<file path="config.mk">
export PLATFORM = sky130hd
export DESIGN_NAME = core_host_seq
export DESIGN_NICKNAME = d
export VERILOG_FILES = /design/src/rtl/core_host_seq.sv
export SDC_FILE = /design/constraint.sdc
export NUM_CORES = 1
export LEC_CHECK = 0
export BUFFER_PORTS_ARGS = -buffer_cell sky130_fd_sc_hd__buf_2
export CORE_ASPECT_RATIO = 0.6
export CORE_UTILIZATION = 46
export DETAILED_ROUTE_END_ITERATION = 12
export PLACE_DENSITY = 0.82
export SETUP_SLACK_MARGIN = 0.2
export SYNTH_ARGS = -nofsm -noshare
export SYNTH_HDL_FRONTEND = slang
export SYNTH_SLANG_ARGS = --single-unit
</file>
<file path="constraint.sdc">
create_clock -name clk -period 11.4 [get_ports clk]
set_clock_uncertainty 0.1 [all_clocks]
set_input_delay 1.14 -clock clk [delete_from_list [all_inputs] [get_ports clk]]
set_output_delay 1.14 -clock clk [all_outputs]
set_load 0.01 [all_outputs]
</file>
<file path="src/rtl/core_host_seq.sv">
// core_host_seq: autonomous host sequencer streaming source SRAM words and instruction bits into core_ctrl (optional watchdog: CORE_HOST_TIMEOUT_EN)
module core_host_seq #(
  parameter int bw = 4,
  parameter int row = 8,
  parameter int col = 8,
  parameter int len_nij = 16,
  parameter int M_sqr = 36,
  parameter int K = 3,
  parameter int GAP = 5,
  parameter int src_aw = 11
) (
  input  logic              clk,
  input  logic              reset,
  input  logic              go,
  output logic              src_cen,
  output logic [src_aw-1:0] src_addr,
  input  logic [31:0]       src_q,
  output logic [3:0]        inst,
  output logic [3:0]        kij,
  output logic              wen_act_wgt,
  output logic              cen_act_wgt,
  output logic [31:0]       din_act_wgt,
  input  logic              core_done,
  output logic              busy,
  output logic              run_done
`ifdef CORE_HOST_TIMEOUT_EN
  ,
  output logic              timeout_err
`endif
);
  typedef enum logic [3:0] {IDLE, CLR, GAP1, ACT, GAP2, WGT, GAPW, START, STOP, FIN, DONE} state_t;
  state_t state, state_n;
  logic [15:0] cnt, cnt_n;
  logic [3:0] k, k_n;
  logic rd, wr, win;
`ifdef CORE_HOST_TIMEOUT_EN
  logic tmo_n;
`endif
  if (bw * row != 32 || bw * col != 32 || M_sqr + K * K * col > (1 << src_aw)) begin : g_cfg
    $error("core_host_seq: parameters do not fit a 32b word or the source address space");
  end
  // Write data is the source SRAM output itself, exposed only while a core write is in progress
  assign din_act_wgt = wen_act_wgt ? '0 : src_q;
  // Next-state, phase counter and kernel index; outputs are decoded from the next state so they register in step with it
  always_comb begin
    state_n = state;
    cnt_n = cnt + 16'd1;
    k_n = k;
`ifdef CORE_HOST_TIMEOUT_EN
    tmo_n = timeout_err;
`endif
    case (state)
      IDLE: begin
        cnt_n = '0;
        if (go) begin
          state_n = CLR;
          k_n = '0;
`ifdef CORE_HOST_TIMEOUT_EN
          tmo_n = 1'b0;
`endif
        end
      end
      CLR:  if (cnt == 16'(len_nij + 1)) begin state_n = GAP1; cnt_n = '0; end
      GAP1: if (cnt == 16'(GAP - 1)) begin state_n = ACT; cnt_n = '0; end
      ACT:  if (cnt == 16'(M_sqr)) begin state_n = GAP2; cnt_n = '0; end
      GAP2: if (cnt == 16'(GAP - 1)) begin state_n = WGT; cnt_n = '0; end
      WGT:  if (cnt == 16'(col)) begin state_n = GAPW; cnt_n = '0; end
      GAPW: if (cnt == 16'(GAP - 1)) begin state_n = START; cnt_n = '0; end
      START: begin
        if (core_done) begin
          state_n = STOP;
          cnt_n = '0;
        end
`ifdef CORE_HOST_TIMEOUT_EN
        else if (cnt == 16'hFFFE) begin
          state_n = DONE;
          cnt_n = '0;
          tmo_n = 1'b1;
        end
`endif
      end
      STOP: begin
        cnt_n = '0;
        state_n = k < 4'(K * K - 1) ? WGT : FIN;
        k_n = k < 4'(K * K - 1) ? k + 4'd1 : k;
      end
      FIN:  if (cnt == 16'(len_nij - 1)) begin state_n = DONE; cnt_n = '0; end
      DONE: begin state_n = IDLE; cnt_n = '0; end
      default: begin state_n = IDLE; cnt_n = '0; end
    endcase
    rd = (state_n == ACT && cnt_n < 16'(M_sqr)) || (state_n == WGT && cnt_n < 16'(col));
    wr = (state_n == ACT || state_n == WGT) && cnt_n != '0;
    win = state_n inside {WGT, GAPW, START, STOP};
  end
  // State and registered outputs; the core write trails its source read by one cycle
  always_ff @(posedge clk or posedge reset) begin
    if (reset) begin
      state <= IDLE;
      cnt <= '0;
      k <= '0;
      src_cen <= 1'b1;
      src_addr <= '0;
      inst <= '0;
      kij <= '0;
      wen_act_wgt <= 1'b1;
      cen_act_wgt <= 1'b1;
      busy <= 1'b0;
      run_done <= 1'b0;
`ifdef CORE_HOST_TIMEOUT_EN
      timeout_err <= 1'b0;
`endif
    end else begin
      state <= state_n;
      cnt <= cnt_n;
      k <= k_n;
      src_cen <= !rd;
      src_addr <= !rd ? '0 : state_n == ACT ? src_aw'(cnt_n) : src_aw'(M_sqr + col * int'(k_n) + int'(cnt_n));
      inst <= {state_n == FIN, win & k_n[0], state_n == CLR, state_n == START};
      kij <= win ? k_n : '0;
      wen_act_wgt <= !wr;
      cen_act_wgt <= !wr;
      busy <= !(state_n inside {IDLE, DONE});
      run_done <= state_n == DONE;
`ifdef CORE_HOST_TIMEOUT_EN
      timeout_err <= tmo_n;
`endif
    end
  end
endmodule

</file>
==> flow_metrics.tcl <==
set metrics [dict create \
    drive_gt1_frac 0.311 \
    first_iter_violations 291 \
    synth_compound_area_frac 0.105 \
    dp_hpwl_um 6270 \
    netlist.area_leader.share 0.349 \
    rsz0062_at_grt "false" \
    synthXorXnorAreaFrac 0.0582 \
    initial_core_util 0.497 \
    finalNonFillerCells 508 \
    post-place-cells 500 \
    clk_latency_ns 0.29 \
    cts_buffers 5 \
    holdBufCountCts 0 \
    cts_tree "built" \
    h-tree-depth 2 \
    coreArea_um2 6360 \
    die_area_um2 7210 \
    wl_per_cell_um 16.2 \
    grt_pass1_wl_um 12700 \
    synth_flop_cell "dfrtp_1" \
    drv_slew 0 \
    synth_top_cells_by_count "44 x dfrtp_1, 37 x nor2b_1, 30 x nor2_1" \
    r2r-end "src_addr[8]" \
    finalWorstSetupSlack_ns 6.96 \
    grt_pass1_vias 2472 \
    first_pass_iters 5 \
    min_period_over_period 0.390 \
    antenna_found_initial 0 \
    cts.reportedPaths.clkPinSlew_ns 0.06 \
    max_freq_mhz 225 \
    syn_area_um2 3160 \
    critPathLaunch "cnt[4]" \
    synth_cell_type_count 70 \
    path_depth 15 \
    dieWidth_um 109 \
    routed_via_density 5.56 \
    path_cells "or4_1 -> nor4_2 -> o32a_2 -> nor3b_2 -> buf_4 -> nor2_1 -> ha_1 -> ha_1 -> a211oi_1 -> nor2_1 -> o21a_1 -> o21ai_0 -> nor2_1 -> o21ai_0 -> nor3_2" \
    yosysSeqAreaShare 0.365 \
    cp_max_fo 21 \
    antenna_cells 0 \
    cap_viol_max_count 0 \
    p_leak_nw 1.82 \
    synth-simple-area-share 0.333 \
    cts.sinks 46 \
    status "finished, final reports clean" \
    hold_viol 0 \
    grt_max_degree 47 \
    path_delay_family "simple AND/OR/NAND/NOR gates" \
    fill_cells 569 \
    die_h_um 66.2 \
    synth_warnings 0 \
    finalSetupViolations 0 \
    start_kind "register" \
    avgSynthCellArea_um2 9.10 \
    arrival_ns 4.51 \
    synth_edf_count 0 \
    synthAdderAreaFrac 0.0578 \
    post_cts_resized 0 \
    track_usage 0.236 \
    synth.most_common_cell "dfrtp_1" \
    nets 473 \
    synth-async-reset-ratio 1.00 \
    timing.hold.ws_ns 0.507 \
    required_ns 11.46 \
    syn2layout_area_growth_pct 18.9 \
    period_needed_ns 4.44 \
    cts_buffer_depth 2 \
    synth_mux_area_frac 0.0230 \
    rows 22 \
    synth_top_family_by_area "simple AND/OR/NAND/NOR gates" \
    ir_drop_mv 0.125 \
    holdPathStages 1 \
    yosysTopAreaCell "dfrtp_1" \
    utilization 0.591 \
    worstRegToRegCells 15 \
    powerDensity_nw_per_um2 185 \
    ant_nets 0 \
    ys_ff_latch 46 \
    gp_congestion 0.962 \
    cts_setup_buffers 0 \
    reg2reg_setup_slack_ns 6.96 \
    portBuffers 91 \
    root_buffer "clkbuf_16" \
    cp_common_cell "nor2_1" \
    grt_overflow_total 0 \
    io_pins 92 \
    r2r_start "cnt[4]" \
    routed_wl_um 8250 \
    critPathKind "register to register" \
    cp-end-kind "register" \
    synth.area.top_cells "dfrtp_1 35%, nor2b_1 7.3%, ha_1 5.1%" \
    dr_total_vias 2824 \
    hp-class "register to register" \
    tns_ns 0 \
    synthCells 347 \
    place_ws_ns 7.01 \
    slew_headroom 0.363 \
    worst_slew_pin_slew_ns 0.954 \
    crit_path_end "src_addr[8]" \
    slowest_stage "or4_1" \
    drc 0 \
    path_buf_inv 1 \
    critical_path.max_stage_delay_ns 0.68 \
]
[where the power goes]
part / total [W] / switching, W / leakage, nW / internal, W
logic: 0.000313 / 0.000191 / 1.13 / 0.000123
clock network: 0.000148 / 0.0000610 / 0.0739 / 0.0000870
registers: 0.000235 / 0.0000473 / 0.618 / 0.000188
[worst register-to-register path: stages (launching register included)]
cell and delay (ns):
dfrtp_1 0.51, or4_1 0.69, nor4_2 0.30, o32a_2 0.22, nor3b_2 0.16, buf_4 0.28, nor2_1 0.13, ha_1 0.34
ha_1 0.31, a211oi_1 0.23, nor2_1 0.09, o21a_1 0.18, o21ai_0 0.37, nor2_1 0.11, o21ai_0 0.23, nor3_2 0.07
[sequential cells by signal (all words and copies together) (netlist names)]
signal and flops:
cnt 16, src_addr 11, k 4, kij 4, state 4, inst 3, busy 1, cen_act_wgt 1
run_done 1, src_cen 1
[metal layers]
metal / up-vias / global-route usage / routed length (um) / share of wire
li1: 1343 / - / - / -
met1: 1356 / 0.376 / 4080 / 0.49
met2: 115 / 0.317 / 3500 / 0.42
met3: 10 / 0.0522 / 600 / 0.073
met4: 0 / 0.0473 / 74 / 0.0090
met5: - / 0 / 0 / 0
[logic make-up (layout without fill, tap and decap cells)]
group           after synthesis  after routing
simple gates                173            173
flops                        46             46
xor+xnor                     21             21
fa+ha+maj                    14             14
compound gates               46             46
other cells                   1              2
mux                           7              7
buf+inv                      39            115
[layout make-up]
type / instances / area (um2) / area share
clock buffers: 7 / 143 / 0.0380
inverters: 15 / 56.3 / 0.0150
well taps: 84 / 105 / 0.0280
repair buffers: 92 / 463 / 0.123
multi-input cells: 263 / 1830 / 0.487
flip-flops and latches: 46 / 1150 / 0.307
clock inverters: 1 / 5.00 / 0.00133
[worst min path at each step]
stage          start    to  slack (ns)
6_report        k[1]  k[1]        0.51
5_1_grt         k[1]  k[1]        0.52
4_1_cts         k[1]  k[1]        0.51
3_5_place_dp    k[1]  k[1]        0.48
3_3_place_gp    k[0]  k[0]        0.48
2_1_floorplan   k[1]  k[1]        0.43
[layout by cell type, fill, tap and decap left out, types with 4 or more instances in the layout]
| cell type | Yosys | routed |
|---|---|---|
| nor4_1 | 4 | 4 |
| a211oi_1 | 4 | 4 |
| inv_1 | 14 | 13 |
| ha_1 | 13 | 13 |
| mux2i_1 | 5 | 5 |
| or2_2 | 4 | 4 |
| nand3_1 | 11 | 11 |
| o21ai_0 | 7 | 7 |
| buf_2 | 11 | 91 |
| nor2b_1 | 37 | 37 |
| nand4_1 | 6 | 6 |
| clkbuf_16 | 0 | 5 |
| nand2_1 | 21 | 21 |
| dfrtp_1 | 44 | 44 |
| nor2_1 | 30 | 30 |
| a21oi_1 | 8 | 8 |
| xnor2_1 | 18 | 18 |
| nor2_2 | 6 | 6 |
| or3_1 | 5 | 5 |
| nor3_1 | 14 | 14 |
| nand2b_1 | 6 | 6 |
[stage by stage]
stage / total power [W] / cell area, um2
CTS: 0.000693 / 3760
finish: 0.000696 / 3760
global placement: 0.000535 / 3610
detailed placement: 0.000544 / 3610
floorplan: 0.000445 / 3160
global route: 0.000737 / 3760
No activity file was read; power rests on OpenSTA's default activity.
